--- src/rtl/wb_pkg.sv ---
`default_nettype none
// ============================================================================
// Module      : wb_pkg
// Description : Shared types and constants for the writeback write arbiter.
//               Holds the queued write request layout, the arbiter FSM state
//               encoding and a one-hot helper used to build the pending map.
// Ports       : none (package)
// Revision    : 1.0 - initial release
// ============================================================================
package wb_pkg;

  // Architectural register count; the pending bitmap is always this wide.
  localparam int REG_COUNT = 32;

  // Request field widths. The arbiter's DATA_W/ADDR_W parameters must match.
  localparam int WB_DATA_W = 32;
  localparam int WB_ADDR_W = 5;

  typedef struct packed {
    logic [WB_ADDR_W-1:0] rd;
    logic [WB_DATA_W-1:0] wd;
  } wb_req_t;

  typedef enum logic [0:0] {
    LOAD_PRI = 1'b0,
    DRAIN    = 1'b1
  } wb_state_e;

  function automatic logic [REG_COUNT-1:0] rd_onehot(input logic [WB_ADDR_W-1:0] rd);
    logic [REG_COUNT-1:0] v;
    v     = '0;
    v[rd] = 1'b1;
    return v;
  endfunction

endpackage
`default_nettype wire

--- src/rtl/wb_write_arbiter_if.sv ---
`default_nettype none
// ============================================================================
// Module      : wb_write_arbiter_if
// Description : Bus bundle for the writeback write arbiter: ALU result and
//               load response handshakes, the register-file write port, the
//               pending-write bitmap and the ALU buffer occupancy.
// Ports       : none; signals grouped by modport
//   master : producer / observer side (drives valid+rd+wd, sees ready and
//            the register-file port)
//   slave  : arbiter side
// Revision    : 1.0 - initial release
// ============================================================================
interface wb_write_arbiter_if
  import wb_pkg::*;
#(
  parameter int DATA_W     = 32,
  parameter int ADDR_W     = 5,
  parameter int FIFO_DEPTH = 4
);
  localparam int CNT_W = $clog2(FIFO_DEPTH + 1);

  logic                 alu_valid;
  logic                 alu_ready;
  logic [ADDR_W-1:0]    alu_rd;
  logic [DATA_W-1:0]    alu_wd;

  logic                 ld_valid;
  logic                 ld_ready;
  logic [ADDR_W-1:0]    ld_rd;
  logic [DATA_W-1:0]    ld_wd;

  logic                 rf_we;
  logic [ADDR_W-1:0]    rf_rd;
  logic [DATA_W-1:0]    rf_wd;

  logic [REG_COUNT-1:0] pending;
  logic [CNT_W-1:0]     fifo_count;

  modport master (
    output alu_valid, alu_rd, alu_wd,
    output ld_valid, ld_rd, ld_wd,
    input  alu_ready, ld_ready,
    input  rf_we, rf_rd, rf_wd,
    input  pending, fifo_count
  );

  modport slave (
    input  alu_valid, alu_rd, alu_wd,
    input  ld_valid, ld_rd, ld_wd,
    output alu_ready, ld_ready,
    output rf_we, rf_rd, rf_wd,
    output pending, fifo_count
  );

endinterface
`default_nettype wire

--- src/rtl/wb_fifo.sv ---
`default_nettype none
// ============================================================================
// Module      : wb_fifo
// Description : Synchronous FIFO of wb_req_t. Besides the usual head/push/pop
//               it exposes every storage slot plus a per-slot valid mask so
//               the owner can derive a bitmap of queued destinations.
// Ports       :
//   clk, rst         clock, synchronous active-high reset
//   i_push, i_data   enqueue request (ignored while full)
//   i_pop            dequeue request (ignored while empty)
//   o_head           oldest entry
//   o_full, o_empty  status
//   o_count          occupied entries
//   o_entries        raw storage slots
//   o_valid          slot i holds a live entry
// Revision    : 1.0 - initial release
// ============================================================================
module wb_fifo
  import wb_pkg::*;
#(
  parameter int DEPTH = 4,
  localparam int CNT_W = $clog2(DEPTH + 1),
  localparam int PTR_W = $clog2(DEPTH)
) (
  input  wire logic                 clk,
  input  wire logic                 rst,
  input  wire logic                 i_push,
  input  wire wb_req_t              i_data,
  input  wire logic                 i_pop,
  output wb_req_t                   o_head,
  output logic                      o_full,
  output logic                      o_empty,
  output logic [CNT_W-1:0]          o_count,
  output wb_req_t [DEPTH-1:0]       o_entries,
  output logic [DEPTH-1:0]          o_valid
);

  wb_req_t [DEPTH-1:0] r_mem;
  logic [PTR_W-1:0]    r_wr_ptr;
  logic [PTR_W-1:0]    r_rd_ptr;
  logic [CNT_W-1:0]    r_count;

  logic w_do_push;
  logic w_do_pop;

  assign o_full    = (r_count == CNT_W'(DEPTH));
  assign o_empty   = (r_count == '0);
  assign w_do_push = i_push && !o_full;
  assign w_do_pop  = i_pop && !o_empty;

  // Storage needs no reset: o_valid gates every slot.
  always_ff @(posedge clk) begin
    if (w_do_push) begin
      r_mem[r_wr_ptr] <= i_data;
    end
  end

  // DEPTH is a power of two, so the pointers wrap by natural overflow.
  always_ff @(posedge clk) begin
    if (rst) begin
      r_wr_ptr <= '0;
      r_rd_ptr <= '0;
      r_count  <= '0;
    end else begin
      if (w_do_push) begin
        r_wr_ptr <= r_wr_ptr + PTR_W'(1);
      end
      if (w_do_pop) begin
        r_rd_ptr <= r_rd_ptr + PTR_W'(1);
      end
      r_count <= r_count + CNT_W'(w_do_push) - CNT_W'(w_do_pop);
    end
  end

  assign o_head    = r_mem[r_rd_ptr];
  assign o_count   = r_count;
  assign o_entries = r_mem;

  // A slot is live when its distance from the read pointer is below count.
  for (genvar i = 0; i < DEPTH; i++) begin : g_valid
    logic [PTR_W-1:0] w_off;
    assign w_off      = PTR_W'(i) - r_rd_ptr;
    assign o_valid[i] = (CNT_W'(w_off) < r_count);
  end

endmodule
`default_nettype wire

--- src/rtl/wb_write_arbiter.sv ---
`default_nettype none
// ============================================================================
// Module      : wb_write_arbiter
// Description : Writeback-side producer for the register-file write port.
//               Buffers ALU results in a FIFO, arbitrates them against load
//               responses and drives a registered we/rd/wd port. Loads win in
//               LOAD_PRI; once the buffer fills, DRAIN blocks loads until the
//               buffer is nearly empty again. Publishes a pending-write map.
// Ports       :
//   clk   clock, rising edge
//   rst   synchronous active-high reset
//   bus   wb_write_arbiter_if.slave:
//           alu_valid/alu_ready/alu_rd/alu_wd   ALU result handshake
//           ld_valid/ld_ready/ld_rd/ld_wd       load response handshake
//           rf_we/rf_rd/rf_wd                   registered write port
//           pending                             queued/in-flight writes
//           fifo_count                          ALU buffer occupancy
// Revision    : 1.0 - initial release
// ============================================================================
module wb_write_arbiter
  import wb_pkg::*;
#(
  parameter int DATA_W     = 32,
  parameter int ADDR_W     = 5,
  parameter int FIFO_DEPTH = 4
) (
  input  wire logic          clk,
  input  wire logic          rst,
  wb_write_arbiter_if.slave  bus
);

  localparam int CNT_W = $clog2(FIFO_DEPTH + 1);

  wb_state_e r_state;
  wb_state_e w_state_nxt;

  logic                 r_we;
  logic [ADDR_W-1:0]    r_rd;
  logic [DATA_W-1:0]    r_wd;

  wb_req_t                  w_alu_req;
  wb_req_t                  w_head;
  wb_req_t [FIFO_DEPTH-1:0] w_entries;
  logic [FIFO_DEPTH-1:0]    w_valid;
  logic                     w_full;
  logic                     w_empty;
  logic [CNT_W-1:0]         w_count;

  logic                 w_alu_ready;
  logic                 w_ld_ready;
  logic                 w_alu_live;
  logic                 w_ld_live;
  logic                 w_push;
  logic                 w_pop;
  logic                 w_flow;
  logic                 w_sel_valid;
  logic [ADDR_W-1:0]    w_sel_rd;
  logic [DATA_W-1:0]    w_sel_wd;
  int                   w_cnt_nxt;
  logic [REG_COUNT-1:0] w_pending;

  // Readies are forced low during reset so nothing is consumed then.
  assign w_alu_ready = !rst && !w_full;
  assign w_ld_ready  = !rst && (r_state == LOAD_PRI);

  // A "live" transfer is an accepted one that targets a real register;
  // accepted x0 transfers are simply swallowed.
  assign w_alu_live = bus.alu_valid && w_alu_ready && (bus.alu_rd != '0);
  assign w_ld_live  = bus.ld_valid  && w_ld_ready  && (bus.ld_rd  != '0);

  assign w_alu_req.rd = bus.alu_rd;
  assign w_alu_req.wd = bus.alu_wd;

  wb_fifo #(
    .DEPTH (FIFO_DEPTH)
  ) u_fifo (
    .clk       (clk),
    .rst       (rst),
    .i_push    (w_push),
    .i_data    (w_alu_req),
    .i_pop     (w_pop),
    .o_head    (w_head),
    .o_full    (w_full),
    .o_empty   (w_empty),
    .o_count   (w_count),
    .o_entries (w_entries),
    .o_valid   (w_valid)
  );

  always_ff @(posedge clk) begin
    if (rst) begin
      r_state <= LOAD_PRI;
    end else begin
      r_state <= w_state_nxt;
    end
  end

  // Source selection and next state. The transition tests use the
  // occupancy after this cycle's push/pop.
  always_comb begin
    w_state_nxt = r_state;
    w_sel_valid = 1'b0;
    w_sel_rd    = '0;
    w_sel_wd    = '0;
    w_pop       = 1'b0;
    w_flow      = 1'b0;
    w_push      = 1'b0;
    w_cnt_nxt   = 0;

    case (r_state)
      LOAD_PRI: begin
        if (w_ld_live) begin
          w_sel_valid = 1'b1;
          w_sel_rd    = bus.ld_rd;
          w_sel_wd    = bus.ld_wd;
        end else if (!w_empty) begin
          w_sel_valid = 1'b1;
          w_pop       = 1'b1;
          w_sel_rd    = w_head.rd;
          w_sel_wd    = w_head.wd;
        end else if (w_alu_live) begin
          // Empty buffer and idle load side: bypass the FIFO entirely.
          w_sel_valid = 1'b1;
          w_flow      = 1'b1;
          w_sel_rd    = bus.alu_rd;
          w_sel_wd    = bus.alu_wd;
        end
      end
      DRAIN: begin
        if (!w_empty) begin
          w_sel_valid = 1'b1;
          w_pop       = 1'b1;
          w_sel_rd    = w_head.rd;
          w_sel_wd    = w_head.wd;
        end
      end
      default: begin
        w_state_nxt = LOAD_PRI;
      end
    endcase

    w_push    = w_alu_live && !w_flow;
    w_cnt_nxt = int'(w_count) + int'(w_push) - int'(w_pop);

    if (r_state == LOAD_PRI && w_cnt_nxt == FIFO_DEPTH) begin
      w_state_nxt = DRAIN;
    end else if (r_state == DRAIN && w_cnt_nxt <= 1) begin
      w_state_nxt = LOAD_PRI;
    end
  end

  // The register file samples on the falling edge, so the port is
  // registered here on the rising edge.
  always_ff @(posedge clk) begin
    if (rst) begin
      r_we <= 1'b0;
      r_rd <= '0;
      r_wd <= '0;
    end else begin
      r_we <= w_sel_valid;
      if (w_sel_valid) begin
        r_rd <= w_sel_rd;
        r_wd <= w_sel_wd;
      end
    end
  end

  always_comb begin
    w_pending = '0;
    for (int i = 0; i < FIFO_DEPTH; i++) begin
      if (w_valid[i]) begin
        w_pending = w_pending | rd_onehot(w_entries[i].rd);
      end
    end
    if (r_we) begin
      w_pending = w_pending | rd_onehot(r_rd);
    end
    w_pending[0] = 1'b0;
  end

  assign bus.alu_ready  = w_alu_ready;
  assign bus.ld_ready   = w_ld_ready;
  assign bus.rf_we      = r_we;
  assign bus.rf_rd      = r_rd;
  assign bus.rf_wd      = r_wd;
  assign bus.pending    = w_pending;
  assign bus.fifo_count = w_count;

endmodule
`default_nettype wire

--- src/flat_wrapper.sv ---
// flat-port wrapper written by rule: the top's interface ports become plain ports
module wb_write_arbiter_flat import wb_pkg::*;
#(
  parameter int DATA_W     = 32,
  parameter int ADDR_W     = 5,
  parameter int FIFO_DEPTH = 4
)
  (clk, rst, bus_alu_valid, bus_alu_rd, bus_alu_wd, bus_ld_valid, bus_ld_rd, bus_ld_wd, bus_alu_ready, bus_ld_ready, bus_rf_we, bus_rf_rd, bus_rf_wd, bus_pending, bus_fifo_count);
  wb_write_arbiter_if #(.DATA_W(DATA_W), .ADDR_W(ADDR_W), .FIFO_DEPTH(FIFO_DEPTH)) bus_i ();
  input  wire logic clk;
  input  wire logic rst;
  input wire logic [$bits(bus_i.alu_valid)-1:0] bus_alu_valid;
  input wire logic [$bits(bus_i.alu_rd)-1:0] bus_alu_rd;
  input wire logic [$bits(bus_i.alu_wd)-1:0] bus_alu_wd;
  input wire logic [$bits(bus_i.ld_valid)-1:0] bus_ld_valid;
  input wire logic [$bits(bus_i.ld_rd)-1:0] bus_ld_rd;
  input wire logic [$bits(bus_i.ld_wd)-1:0] bus_ld_wd;
  output wire logic [$bits(bus_i.alu_ready)-1:0] bus_alu_ready;
  output wire logic [$bits(bus_i.ld_ready)-1:0] bus_ld_ready;
  output wire logic [$bits(bus_i.rf_we)-1:0] bus_rf_we;
  output wire logic [$bits(bus_i.rf_rd)-1:0] bus_rf_rd;
  output wire logic [$bits(bus_i.rf_wd)-1:0] bus_rf_wd;
  output wire logic [$bits(bus_i.pending)-1:0] bus_pending;
  output wire logic [$bits(bus_i.fifo_count)-1:0] bus_fifo_count;
  assign bus_i.alu_valid = bus_alu_valid;
  assign bus_i.alu_rd = bus_alu_rd;
  assign bus_i.alu_wd = bus_alu_wd;
  assign bus_i.ld_valid = bus_ld_valid;
  assign bus_i.ld_rd = bus_ld_rd;
  assign bus_i.ld_wd = bus_ld_wd;
  assign bus_alu_ready = bus_i.alu_ready;
  assign bus_ld_ready = bus_i.ld_ready;
  assign bus_rf_we = bus_i.rf_we;
  assign bus_rf_rd = bus_i.rf_rd;
  assign bus_rf_wd = bus_i.rf_wd;
  assign bus_pending = bus_i.pending;
  assign bus_fifo_count = bus_i.fifo_count;
  wb_write_arbiter #(.DATA_W(DATA_W), .ADDR_W(ADDR_W), .FIFO_DEPTH(FIFO_DEPTH)) u_core (.clk(clk), .rst(rst), .bus(bus_i));
endmodule
--- config.mk ---
export PLATFORM = sky130hd
export DESIGN_NAME = wb_write_arbiter_flat
export DESIGN_NICKNAME = d
export VERILOG_FILES = /design/src/rtl/wb_pkg.sv /design/src/rtl/wb_write_arbiter_if.sv /design/src/rtl/wb_fifo.sv /design/src/rtl/wb_write_arbiter.sv /design/src/flat_wrapper.sv
export SDC_FILE = /design/constraint.sdc
export NUM_CORES = 1
export LEC_CHECK = 0
export ABC_AREA = 1
export BUFFER_PORTS_ARGS = -buffer_cell sky130_fd_sc_hd__buf_2
export CORE_UTILIZATION = 60
export CTS_BUF_LIST = sky130_fd_sc_hd__clkbuf_8
export DETAILED_ROUTE_END_ITERATION = 10
export GPL_TIMING_DRIVEN = 1
export PLACE_DENSITY_LB_ADDON = 0.2
export SLEW_MARGIN = 10
export SYNTH_ARGS = -nofsm -noshare
export SYNTH_HDL_FRONTEND = slang
export SYNTH_SLANG_ARGS = --single-unit
--- constraint.sdc ---
create_clock -name clk -period 3.8 [get_ports clk]
set_input_delay 0.19 -clock clk [delete_from_list [all_inputs] [get_ports clk]]
set_output_delay 0.19 -clock clk [all_outputs]
set_load 0.03 [all_outputs]
Word-level counts from Yosys, hierarchy flattened

Index checks and enable logic that the tools add are counted.

Word-level logic and storage cells: 117
Register bits: 194

Add/subtract/negate cells: 10
Equal/unequal tests: 2
Mux-type cells: 42
Reduce and logical (&&, ||, !) cells: 25
Bitwise gates (word level): 5
Order comparisons: 18

Operators by type and width:

| cell                                                                   | number |
|---|---|
| 32-bit 2-to-1 mux                                                      | 9 |
| 148-bit bitwise mux                                                    | 1 |
| 32-bit OR                                                              | 4 |
| 37-bit binary-select mux with 2-bit select                             | 1 |
| 37-bit demux with 2-bit select                                         | 1 |
| 37-bit 2-to-1 mux                                                      | 2 |
| 32-bit case mux with 2 select lines                                    | 1 |
| 32-bit by 4-bit equality test with 1-bit output, second input constant | 1 |
| 32-bit by 2-bit <= comparator with 1-bit output, second input constant | 1 |
| 32-bit by 2-bit subtractor with 32-bit output                          | 1 |
| 5-bit by 6-bit < comparator with 1-bit output, second input constant   | 5 |
| 1-bit demux with 5-bit select                                          | 5 |
| 5-bit by 1-bit >= comparator with 1-bit output, second input constant  | 5 |
| 5-bit 2-to-1 mux                                                       | 4 |
| 1-bit logical AND                                                      | 17 |
| 1-bit 2-to-1 mux                                                       | 15 |
| 2-bit by 3-bit < comparator with 1-bit output                          | 4 |
| 5-bit case mux with 2 select lines                                     | 1 |
| 5-bit nonzero test                                                     | 2 |
| 2-bit by 3-bit < comparator with 1-bit output, second input constant   | 2 |
| 2-bit by 1-bit adder with 2-bit output, second input constant          | 2 |
| 3-bit by 1-bit adder with 4-bit output                                 | 1 |
| 1-bit logical NOT                                                      | 4 |
| 1-bit case mux with 2 select lines                                     | 2 |
| 9 further kinds                                                        | 11 |

Logic depth before layout (Yosys ltp)

Gate-level depths: netlist of run 1.

Word-level depth: 17
Mapped depth: 15
Mapped depth without buffers: 15

Modules after synthesis

A second synthesis of run 1 with hierarchy kept.

Cells, all modules: 1129
Area, all modules: 9883.2 um^2

Modules (own cells, without submodules):

| module           | instances | cells each | sequential area each (um^2) | area an instance (um^2) |
|---|---|---|---|---|
| wb_fifo          | 1         | 433        | 4584.4                      | 5883.1 |
| wb_write_arbiter | 1         | 696        | 780.7                       | 4000.1 |

Worst setup path before layout of run 1

No wires, ideal clock.

Path type: flip-flop to flip-flop
From: reg u_core.u_fifo.r_count[1], in the netlist u_core.u_fifo.o_count[1]
To: reg u_core.u_fifo.r_mem (netlist bit u_core.u_fifo.o_entries[0]) (enable)
Data required time: 3369 ps
Period minus slack after synthesis: 3279 ps
Stages on the path, launching flop included: 7
Arrival: 2848 ps
Path slack: 521 ps
Cells stage by stage: dfxtp_1 -> nor2_2 -> nand2_1 -> nand3_1 -> nor2_1 -> nand2_1 -> nor2_1

Cells in the longest elaborated chain, start to end: 12
Elaborated cells between the ends (all ways): 13
Those cells by class: eq/ne (1); mux (4); reduce/logical (8)

RTL lines:

| item                            | line                                  | source |
|---|---|---|
| from (decl)                     | wb_fifo.sv:41                         | `logic [CNT_W-1:0] r_count;` |
| from (signal assigned)          | wb_fifo.sv:71                         | `r_count <= r_count + CNT_W'(w_do_push) - CNT_W'(w_do_pop);` |
| 3-bit equality test             | wb_fifo.sv:46                         | `assign o_full = (r_count == CNT_W'(DEPTH));` |
| 1-bit logical NOT               | wb_fifo.sv:48, wb_write_arbiter.sv:63 |  |
| 1-bit logical AND               | wb_write_arbiter.sv:63                | `assign w_alu_ready = !rst && !w_full;` |
| 1-bit logical AND (2 in series) | wb_write_arbiter.sv:68                | `assign w_alu_live = bus.alu_valid && w_alu_ready && (bus.alu_rd != '0);` |
| 1-bit 2-to-1 mux                | wb_write_arbiter.sv:121               | `end else if (w_alu_live) begin` |
| 1-bit 2-to-1 mux                | wb_write_arbiter.sv:116               | `end else if (!w_empty) begin` |
| 1-bit 2-to-1 mux                | wb_write_arbiter.sv:112               | `if (w_ld_live) begin` |
| 1-bit 2-to-1 mux                | wb_write_arbiter.sv:110               | `case (r_state)` |
| 1-bit logical NOT               | wb_write_arbiter.sv:142               | `w_push = w_alu_live && !w_flow;` |
| 1-bit logical AND               | wb_write_arbiter.sv:142               |  |
| 1-bit logical AND *             | wb_fifo.sv:48                         | `assign w_do_push = i_push && !o_full;` |
| to (signal, indexed assignment) | wb_fifo.sv:54                         | `r_mem[r_wr_ptr] <= i_data;` |
| to (decl)                       | wb_fifo.sv:38                         | `wb_req_t [DEPTH-1:0] r_mem;` |

Every way passes the cells marked *; elsewhere a longest branch is shown, timed or not.
A chain may end at the register's enable or synchronous reset.

Worst setup path after layout of run 1

From: reg u_core.u_fifo.r_rd_ptr[1]
To: out bus_pending[20]

Cells in the longest elaborated chain, start to end: 11
Elaborated cells between the ends (all ways): 17
Those cells by class: add/sub (4); order compare (4); mux (5); bitwise (4)

RTL lines:

| item                                          | line                    | source |
|---|---|---|
| from (decl)                                   | wb_fifo.sv:40           | `logic [PTR_W-1:0] r_rd_ptr;` |
| from (signal assigned)                        | wb_fifo.sv:69           | `r_rd_ptr <= r_rd_ptr + PTR_W'(1);` |
| 1-bit by 2-bit subtractor with 2-bit output   | wb_fifo.sv:82           | `assign w_off = PTR_W'(i) - r_rd_ptr;` |
| 2-bit by 3-bit < comparator with 1-bit output | wb_fifo.sv:83           | `assign o_valid[i] = (CNT_W'(w_off) < r_count);` |
| 32-bit 2-to-1 mux                             | wb_write_arbiter.sv:171 | `if (w_valid[i]) begin` |
| 32-bit OR                                     | wb_write_arbiter.sv:172 | `w_pending = w_pending \| rd_onehot(w_entries[i].rd);` |
| 32-bit 2-to-1 mux                             | wb_write_arbiter.sv:171 |  |
| 32-bit OR                                     | wb_write_arbiter.sv:172 |  |
| 32-bit 2-to-1 mux                             | wb_write_arbiter.sv:171 |  |
| 32-bit OR                                     | wb_write_arbiter.sv:172 |  |
| 32-bit 2-to-1 mux *                           | wb_write_arbiter.sv:171 |  |
| 32-bit OR                                     | wb_write_arbiter.sv:176 | `w_pending = w_pending \| rd_onehot(r_rd);` |
| 32-bit 2-to-1 mux *                           | wb_write_arbiter.sv:175 | `if (r_we) begin` |
| to (decl)                                     | flat_wrapper.sv:23      | `output wire logic [$bits(bus_i.pending)-1:0] bus_pending;` |

Marks and branches as above.

==> run metrics, run 1 <==
CTS tree=built; site row count=49; initial antenna violation count=1; CP endpoint kind=primary output; period utilization=88.1%; setup slack, reg-to-reg=~0.76 ns; # nets final=1,720; Multi-input gate area=about 5100 um^2; slew at the pin closest to its max-slew limit=1.13 ns; GPL Wtd Cong=1.01; CTS sink cnt=between 150 and 200; required time worst endpoint=3.61 ns; Crit Path Max Fanout=22; fmax=about 300 MHz; 1st-pass router iterations=6; Final ANT Viol Nets=0; final hold vios=0; syn nets=approximately 1.6k; register area share after synthesis=48.5%; clock buffer depth=2; most frequent cells in the layout=nand2_1 (583), nor2_1 (181), buf_2 (151); GRT Overall Usage=34.4%; vias=about 11k; P_leak=a little under 6 nW; root buf cell=clkbuf_8; layout cell share with drive strength beyond 1=14.2%; Setup crit end=bus_pending[20]; Synth area leader=edfxtp_1; Post-Syn Instances=1,473; r2r startpoint=u_core.u_fifo.o_count[1]; Synth Warn #=0; Initial Util=61.4%; Initial DRC Count=approximately 1.2k; cts bufs inserted=17; RSZ-0062 raised after global routing=false; CP Launch Point=u_core.u_fifo.r_rd_ptr[1]; worst endpoint data arrival time=3.16 ns; routed len/inst=17.1 um; worst skew pair latency=0.47 ns; Slew headroom=between 20% and 30%; Hold Path Class=input port to flip-flop; final std cells w/o fill=between 1.5k and 2k; post_cts resized=0; setup_tns=0 ns; Worst Clk Skew=~0.013 ns; Die ar.=19,000 um^2; vias in the first global route=9,755; H-Tree Level Count=4; # DRC=0; Post-Synthesis Cell Area=11,100 um^2; Routed WL=about 32 mm; clock-pin slew on the worst setup and hold paths=0.10 ns; status=completed; WS Path Type=flip-flop to primary output; final setup violation count=0; # fillers=1,467; Yosys cell types=33; Die Ht=138 um; Final Power=0.00852 W; dpl cells=around 1.8k; pwr dens=668 nW/um^2; die width=138 um; MaxCap Viol Count=0; top post-synthesis cells by area=edfxtp_1 (40%), nand2_1 (20%), dfxtp_1 (8.3%); RR Endpoint=u_core.u_fifo.o_count[2]; post-DP HPWL=20.4 mm; Placeable Area=18,000 um^2; FF+latch count, synth=194; Hold WS=0.0232 ns; commonest non-fill, non-tap cell in the layout=nand2_1; first-pass GRT wire length=49.7 mm; pin count of the biggest net entering global routing=75; # IOs=153; minimum clock period=3.35 ns; remaining global-route overflow=0; nature of the critical path startpoint=flip-flop; area fraction of the dominant cell type after synthesis=about two fifths; Layout Area Growth over Synthesis=15.2%; Final Max Tran Viols=0; setup bufs post-CTS=0; R2R depth=13; Max VDD drop=0.000547 V; IO buf count=151; mean area per synthesized cell=7.52 um^2; register area=5370 um^2; Vias/cell=5.69; cts-stage hold buffer count=35
[final cells by class]
cell class,instances,share of cell area (%)
Antenna cell,2,0.0392
Clock buffer,18,1.94
Clock inverter,14,1.33
Inverter,74,2.18
Multi-Input combinational cell,1126,39.9
Sequential cell,194,42.1
Tap cell,229,2.25
Timing Repair Buffer,212,10.3
[per-stage QoR]
stage	instance area, um^2	utilization [%]	setup slack [ns]
2_1_floorplan	11100	-	0.521
3_3_place_gp	12000	66.5	0.942
3_5_place_dp	12000	66.5	0.827
4_1_cts	12700	70.7	0.410
5_1_grt	12700	70.7	0.225
6_report	12800	70.8	0.451
[critical path, stage by stage (launching register included)]
cell	delay (ns)
dfxtp_1	0.34
buf_4	0.28
inv_1	0.09
buf_4	0.23
nand2_1	0.10
nand2_1	0.06
ha_1	0.27
a21oi_1	0.16
nor2_1	0.13
nor3_2	0.56
nand2_1	0.10
nand4_1	0.14
buf_2	0.22
[how the worst min path moves through the flow]
stage / startpoint / end / depth (start not counted)
3_3_place_gp: bus_alu_wd[8] / u_core.u_fifo.o_entries[8] / 1
2_1_floorplan: bus_alu_wd[0] / u_core.u_fifo.o_entries[0] / 0
5_1_grt: bus_alu_rd[0] / u_core.u_fifo.o_entries[32] / 1
6_report: bus_alu_rd[0] / u_core.u_fifo.o_entries[32] / 1
4_1_cts: bus_alu_rd[0] / u_core.u_fifo.o_entries[32] / 1
3_5_place_dp: bus_alu_wd[21] / u_core.u_fifo.o_entries[21] / 1
[synth_stat cells, drive strengths merged]
master,n
nand2,587
nor2,187
edfxtp,148
nand3,102
nor3,77
inv,73
dfxtp,46
o21ai,42
clkbuf,41
buf,38
nand3b,33
a21oi,29
nand4,22
a22oi,20
ha,16
or2,3
a32oi,2
xor2,2
clkinv,1
conb,1
fa,1
nor3b,1
xnor2,1
[flip-flops by register name (all words and copies together) (netlist names)]
| signal | count |
|---|---|
| u_core.u_fifo.r_wr_ptr | 2 |
| u_core.bus.rf_we | 1 |
| u_core.u_fifo.r_rd_ptr | 2 |
| u_core.r_state | 1 |
| u_core.u_fifo.o_count | 3 |
| u_core.u_fifo.o_entries | 148 |
| u_core.bus.rf_wd | 32 |
| u_core.bus.rf_rd | 5 |
[power by group]
part	switching [W]	internal, W
registers	0.000158	0.00256
clock network	0.000797	0.000571
logic	0.00315	0.00129
[metal layers]
layer | global-route usage [%] | vias to the layer above | part of all wire [%]
met5 | 0 | - | 0
met4 | 12.5 | 0 | 2.3
met3 | 6.70 | 61 | 9.1
met2 | 56.8 | 585 | 47
met1 | 45.0 | 4858 | 41
li1 | - | 5134 | -
[cell families (layout without fill, tap and decap cells)]
logic type | after synthesis | in the layout | share of synthesized area (%)
AND/OR/NAND/NOR | 1012 | 1012 | 38.6
other | 1 | 3 | 0.0339
AO/OA/AOI/OAI | 93 | 93 | 4.80
XOR/XNOR | 3 | 3 | 0.237
adder cells (fa/ha/maj) | 17 | 17 | 1.99
buffers and inverters | 153 | 318 | 5.90
flip-flops | 194 | 194 | 48.5
Power figures use the tool's default switching activity.
==> run 2: changes to the inputs <==
--- a/config.mk
+++ b/config.mk
@@ -12,6 +12,8 @@
 export DETAILED_ROUTE_END_ITERATION = 10
 export GPL_TIMING_DRIVEN = 1
 export PLACE_DENSITY_LB_ADDON = 0.2
+export RECOVER_POWER = 25
+export REMOVE_ABC_BUFFERS = 1
 export SLEW_MARGIN = 10
 export SYNTH_ARGS = -nofsm -noshare
 export SYNTH_HDL_FRONTEND = slang
==> run 2 against run 1 <==
Compared with the run above:
- clock-buffer cell count down 1
- register-to-register slack improved by 0.21 ns
- first-iteration DRC count is 10% lower
- critical endpoint is now bus_pending[18]
- clock skew rose by 0.0062 ns
- fmax is 1.4% higher
- routed wire length grew 4.4%
- sequential power about the same
- non-clock buffer count decreased by 2
- hold slack better by 0.0087 ns
- utilization fell by 0.34 points
==> run metrics, run 2 (synthesized netlist as in run 1, its figures left out) <==
Final Worst Setup Slack=0.496 ns (+0.0450 ns); Vias/cell=5.76 (+1.2%); Initial DRC Count=1,056 (-10%); most frequent cells in the layout=nand2_1 (583), nor2_1 (181), edfxtp_1 (148); die width=138 um (unchanged); Layout Area Growth over Synthesis=14.6%; site row count=49 (unchanged); Slew headroom=26.4% (+2.1 points); nature of the critical path startpoint=flip-flop; CTS sink cnt=194 (unchanged); post_cts resized=0 (unchanged); Hold Path Class=input port to flip-flop; clock buffer depth=2 (unchanged); vias in the first global route=9,723 (-0.33%); RSZ-0062 raised after global routing=false; Post-DP Area=12,000 um^2 (about the same); minimum clock period=3.30 ns (-0.0450 ns); fmax=303 MHz (+1.4%); setup slack, reg-to-reg=0.97 ns (+0.21 ns); worst endpoint data arrival time=3.11 ns (-0.05 ns); final setup violation count=0 (unchanged); 1st-pass router iterations=6 (unchanged); Finished Cell Area=12,700 um^2 (-0.48%); first-pass GRT wire length=51.0 mm (+2.5%); cts bufs inserted=17 (unchanged); root buf cell=clkbuf_8; Placeable Area=18,000 um^2 (unchanged); pin count of the biggest net entering global routing=79 (+5.3%); H-Tree Level Count=4 (unchanged); Max VDD drop=0.000596 V (+9.1%); # nets final=1,718 (-0.12%); Final Max Tran Viols=0 (unchanged); Placement Setup Slack=0.983 ns (+0.156 ns); required time worst endpoint=3.61 ns (about the same); remaining global-route overflow=0 (unchanged); Worst Clk Skew=0.0196 ns (+0.00617 ns); routed len/inst=17.9 um (+4.5%); Die ar.=19,000 um^2 (unchanged); IO buf count=151 (unchanged); GPL Wtd Cong=1.10 (+8.5%); vias=10.8k (+1.1%); final hold vios=0 (unchanged); Die Ht=138 um (unchanged); MaxCap Viol Count=0 (unchanged); slew at the pin closest to its max-slew limit=1.10 ns (-0.0314 ns); post-DP HPWL=21.3 mm (+4.2%); status=completed; Routed WL=33.3 mm (+4.4%); WS Path Type=flip-flop to primary output; Final ANT Viol Nets=0 (unchanged); worst skew pair latency=0.47 ns (about the same); Initial Util=61.4% (unchanged); Crit Path Max Fanout=74 (+240%); Largest register FFs=148 (unchanged); period utilization=86.9% (-1.2 points); pwr dens=671 nW/um^2 (+0.49%); # DRC=0 (unchanged); Final Power=0.00852 W (about the same); # IOs=153 (unchanged); GRT Overall Usage=35.7% (+1.3 points); clock-pin slew on the worst setup and hold paths=0.10 ns (about the same); initial antenna violation count=2 (+1); setup bufs post-CTS=0 (unchanged); commonest non-fill, non-tap cell in the layout=nand2_1; layout cell share with drive strength beyond 1=12.3% (-1.9 points); CP endpoint kind=primary output; CTS tree=built; P_leak=5.79 nW (-1.5%)
[run 2: layout make-up]
| cell class | count | area [um^2] |
|---|---|---|
| multi-input combinational | 1126 | 5090 |
| fill | 1504 | 5330 |
| inverter | 74 | 278 |
| clock buffer | 17 | 234 |
| tap | 229 | 287 |
| clock inverter | 15 | 159 |
| timing repair buffer | 210 | 1280 |
| sequential | 194 | 5370 |
| antenna | 2 | 5.00 |
[run 2: through the flow]
step | cells | TNS, ns | utilization, % | hold WS, ns
after detailed placement | 1798 | 0 | 66.5 | 0.423
after floorplan | 1394 | -311.97 | - | 0.257
final | 1867 | 0 | 70.4 | 0.0319
after CTS | 1865 | 0 | 70.6 | 0.00417
after global routing | 1867 | 0 | 70.4 | 0.0250
after global placement | 1798 | 0 | 66.5 | 0.418
[run 2: critical path, cell delays in order (launching register included)]
cell     delay [ns]
dfxtp_2        0.34
inv_2          0.05
buf_4          0.65
nand2_1        0.17
nand3_1        0.13
nand2_1        0.16
nor3_2         0.63
nand2_1        0.13
nand4_1        0.16
buf_2          0.22
[run 2: timing repair]
item | 4_1_cts | 5_1_grt
hold buffers | 35 | 0
setup endpoints to repair | 0 | 0
endpoints found under the hold margin | 140 | 0
[run 2: worst paths after layout]
check,from,end,depth (start not counted)
hold reg to reg,u_core.u_fifo.r_wr_ptr[1],u_core.u_fifo.r_wr_ptr[1],2
setup / recovery,u_core.u_fifo.r_rd_ptr[0],bus_pending[18],9
hold / removal,rst,u_core.u_fifo.o_count[1],2
setup reg to reg,u_core.u_fifo.o_count[2],u_core.r_state,14
[run 2: report_power, final]
part           total, W  switching, W  internal, W
clock           0.00133      0.000788     0.000541
sequential      0.00271      0.000154      0.00256
combinational   0.00448       0.00320      0.00128
[run 2: routing by layer]
metal  part of all wire, %  global-route usage [%]
met5                     0                       0
met4                   3.2                    16.0
met3                   9.7                    6.36
met2                    47                    58.5
met1                    40                    46.1
==> run 3: changes to the inputs <==
--- a/config.mk
+++ b/config.mk
@@ -6,11 +6,12 @@
 export NUM_CORES = 1
 export LEC_CHECK = 0
 export ABC_AREA = 1
-export BUFFER_PORTS_ARGS = -buffer_cell sky130_fd_sc_hd__buf_2
 export CORE_UTILIZATION = 60
 export CTS_BUF_LIST = sky130_fd_sc_hd__clkbuf_8
 export DETAILED_ROUTE_END_ITERATION = 10
+export DONT_BUFFER_PORTS = 1
 export GPL_TIMING_DRIVEN = 1
+export MAX_ROUTING_LAYER = met4
 export PLACE_DENSITY_LB_ADDON = 0.2
 export RECOVER_POWER = 25
 export REMOVE_ABC_BUFFERS = 1
==> run 3 against run 2 <==
Compared with the run above:
- non-clock buffer count decreased by 144
- via count down 5.6%
- combinational power is 12% lower
- die area unchanged
- utilization shrank 3.6 points
- first-iteration DRC count rose by 1.3%
- setup slack improved by 0.017 ns
- clock power about the same
- final area decreased by 5.1%
- largest cell class unchanged
- cell count down 7.8%
- clock-buffer cell count is the same
- hold slack lost 0.010 ns
==> run metrics, run 3 (synthesized netlist as in run 1, its figures left out) <==
CTS tree=built; GRT Overall Usage=36.1% (+0.35 points); pwr dens=686 nW/um^2 (+2.1%); H-Tree Level Count=4 (unchanged); period utilization=86.5% (-0.44 points); layout cell share with drive strength beyond 1=5.70% (-6.7 points); routed len/inst=18.9 um (+5.8%); dpl cells=1,650 (-8.2%); P_leak=5.22 nW (-9.8%); Hold Path Class=input port to flip-flop; first-pass GRT wire length=49.5 mm (-2.8%); WS Path Type=flip-flop to primary output; required time worst endpoint=3.61 ns (about the same); Die Ht=138 um (unchanged); Final Max Tran Viols=0 (unchanged); vias in the first global route=9,185 (-5.5%); cts bufs inserted=17 (unchanged); MaxCap Viol Count=0 (unchanged); final std cells w/o fill=1,722 (-7.8%); clock buffer depth=2 (unchanged); Worst Min Path Start=bus_ld_wd[6]; Vias/cell=5.89 (+2.4%); final hold vios=0 (unchanged); # DRC=0 (unchanged); nature of the critical path startpoint=flip-flop; post_cts resized=0 (unchanged); setup slack, reg-to-reg=0.75 ns (-0.22 ns); pin count of the biggest net entering global routing=75 (-5.1%); Hold WS=0.0217 ns (-0.0102 ns); root buf cell=clkbuf_8; site row count=49 (unchanged); most frequent cells in the layout=nand2_1 (583), nor2_1 (181), edfxtp_1 (148); minimum clock period=3.29 ns (-0.0168 ns); GPL Wtd Cong=1.02 (-6.9%); status=completed; Die ar.=19,000 um^2 (unchanged); Max VDD drop=0.000475 V (-20%); worst endpoint data arrival time=3.10 ns (about the same); Layout Area Growth over Synthesis=8.81%; # IOs=153 (unchanged); register area=5370 um^2 (about the same); worst skew pair latency=0.48 ns (about the same); die width=138 um (unchanged); commonest non-fill, non-tap cell in the layout=nand2_1; Final Power=0.00826 W (-3.1%); 1st-pass router iterations=5 (-1); Worst Clk Skew=0.0141 ns (-0.00550 ns); RSZ-0062 raised after global routing=false; final setup violation count=0 (unchanged); Initial Util=61.4% (unchanged); setup_tns=0 ns (unchanged); clock-pin slew on the worst setup and hold paths=0.11 ns (about the same); post-DP HPWL=20.2 mm (-5.1%); CP endpoint kind=primary output; RR Endpoint=u_core.r_state; # fillers=1,499 (-0.33%); CTS sink cnt=194 (unchanged); slew at the pin closest to its max-slew limit=0.883 ns (-0.212 ns); Slew headroom=41.1% (+15 points); R2R depth=16 (+2); Crit Path Max Fanout=48 (-35%); Hold Crit Depth=4 (+2); vias=10.2k (-5.6%); Layout Utilization=66.8% (-3.6 points); setup bufs post-CTS=0 (unchanged); IO buf count=0 (-100%); Routed WL=32.5 mm (-2.4%); remaining global-route overflow=0 (unchanged); fmax=304 MHz (+0.51%); # nets final=1,574 (-8.4%); Largest register FFs=148 (unchanged); Initial DRC Count=1,070 (+1.3%); Final ANT Viol Nets=0 (unchanged); Multi-input gate area=5100 um^2 (+0.20%); Worst Hold Endpoint=u_core.bus.rf_wd[6]; initial antenna violation count=1 (-1); r2r startpoint=u_core.u_fifo.o_count[0]; Placeable Area=18,000 um^2 (unchanged)
run 3: worst max-delay path by stage:
stage | slack [ns] | endpoint | cells past startpoint | start
floorplan | -1.95 | u_core.u_fifo.o_entries[0] | 6 | u_core.u_fifo.o_count[2]
global placement | 0.92 | u_core.r_state | 16 | u_core.u_fifo.o_count[0]
detailed placement | 0.81 | u_core.r_state | 16 | u_core.u_fifo.o_count[0]
CTS | 0.56 | bus_pending[3] | 10 | u_core.u_fifo.r_rd_ptr[0]
global route | 0.30 | bus_pending[23] | 10 | u_core.u_fifo.r_rd_ptr[0]
finish | 0.51 | bus_pending[11] | 10 | u_core.u_fifo.r_rd_ptr[0]
run 3: cell type report:
| cell class | count | share of cell area [%] |
|---|---|---|
| diodes | 1 | 0.0208 |
| clock buffers | 17 | 1.94 |
| clock inverters | 15 | 1.26 |
| inverters | 74 | 2.31 |
| multi-input cells | 1126 | 42.3 |
| flip-flops and latches | 194 | 44.6 |
| well taps | 229 | 2.38 |
| repair buffers | 66 | 5.23 |
run 3: per-layer routing:
| layer | up-vias | wire length, um | GRT usage (%) |
|---|---|---|---|
| li1 | 4853 | - | - |
| met1 | 4646 | 12800 | 44.5 |
| met2 | 574 | 15500 | 57.1 |
| met3 | 78 | 3340 | 7.84 |
| met4 | 0 | 964 | 15.6 |
| met5 | - | 0 | - |
run 3: power by group:
group | switching [W] | internal, W
logic | 0.00281 | 0.00113
registers | 0.000459 | 0.00256
clock network | 0.000809 | 0.000487
run 3: worst max-delay path, cell delays in order, from the launching register on:
cell,delay (ns)
dfxtp_2,0.36
buf_4,0.47
nand2_1,0.10
nand2_1,0.11
inv_1,0.07
ha_1,0.28
nand3_1,0.08
nand2_1,0.16
nor3_2,0.51
a22oi_1,0.15
nand3_1,0.31
run 3: what timing repair did:
item,CTS,global route
hold endpoints to repair,155,0
endpoints found under the setup margin,0,0
hold buffers,39,0
run 3: per-stage QoR:
stage	area (um^2)	worst slack (ns)
2_1_floorplan	10700	-1.95
3_3_place_gp	11300	0.919
3_5_place_dp	11300	0.814
4_1_cts	12000	0.563
5_1_grt	12000	0.299
6_report	12000	0.513
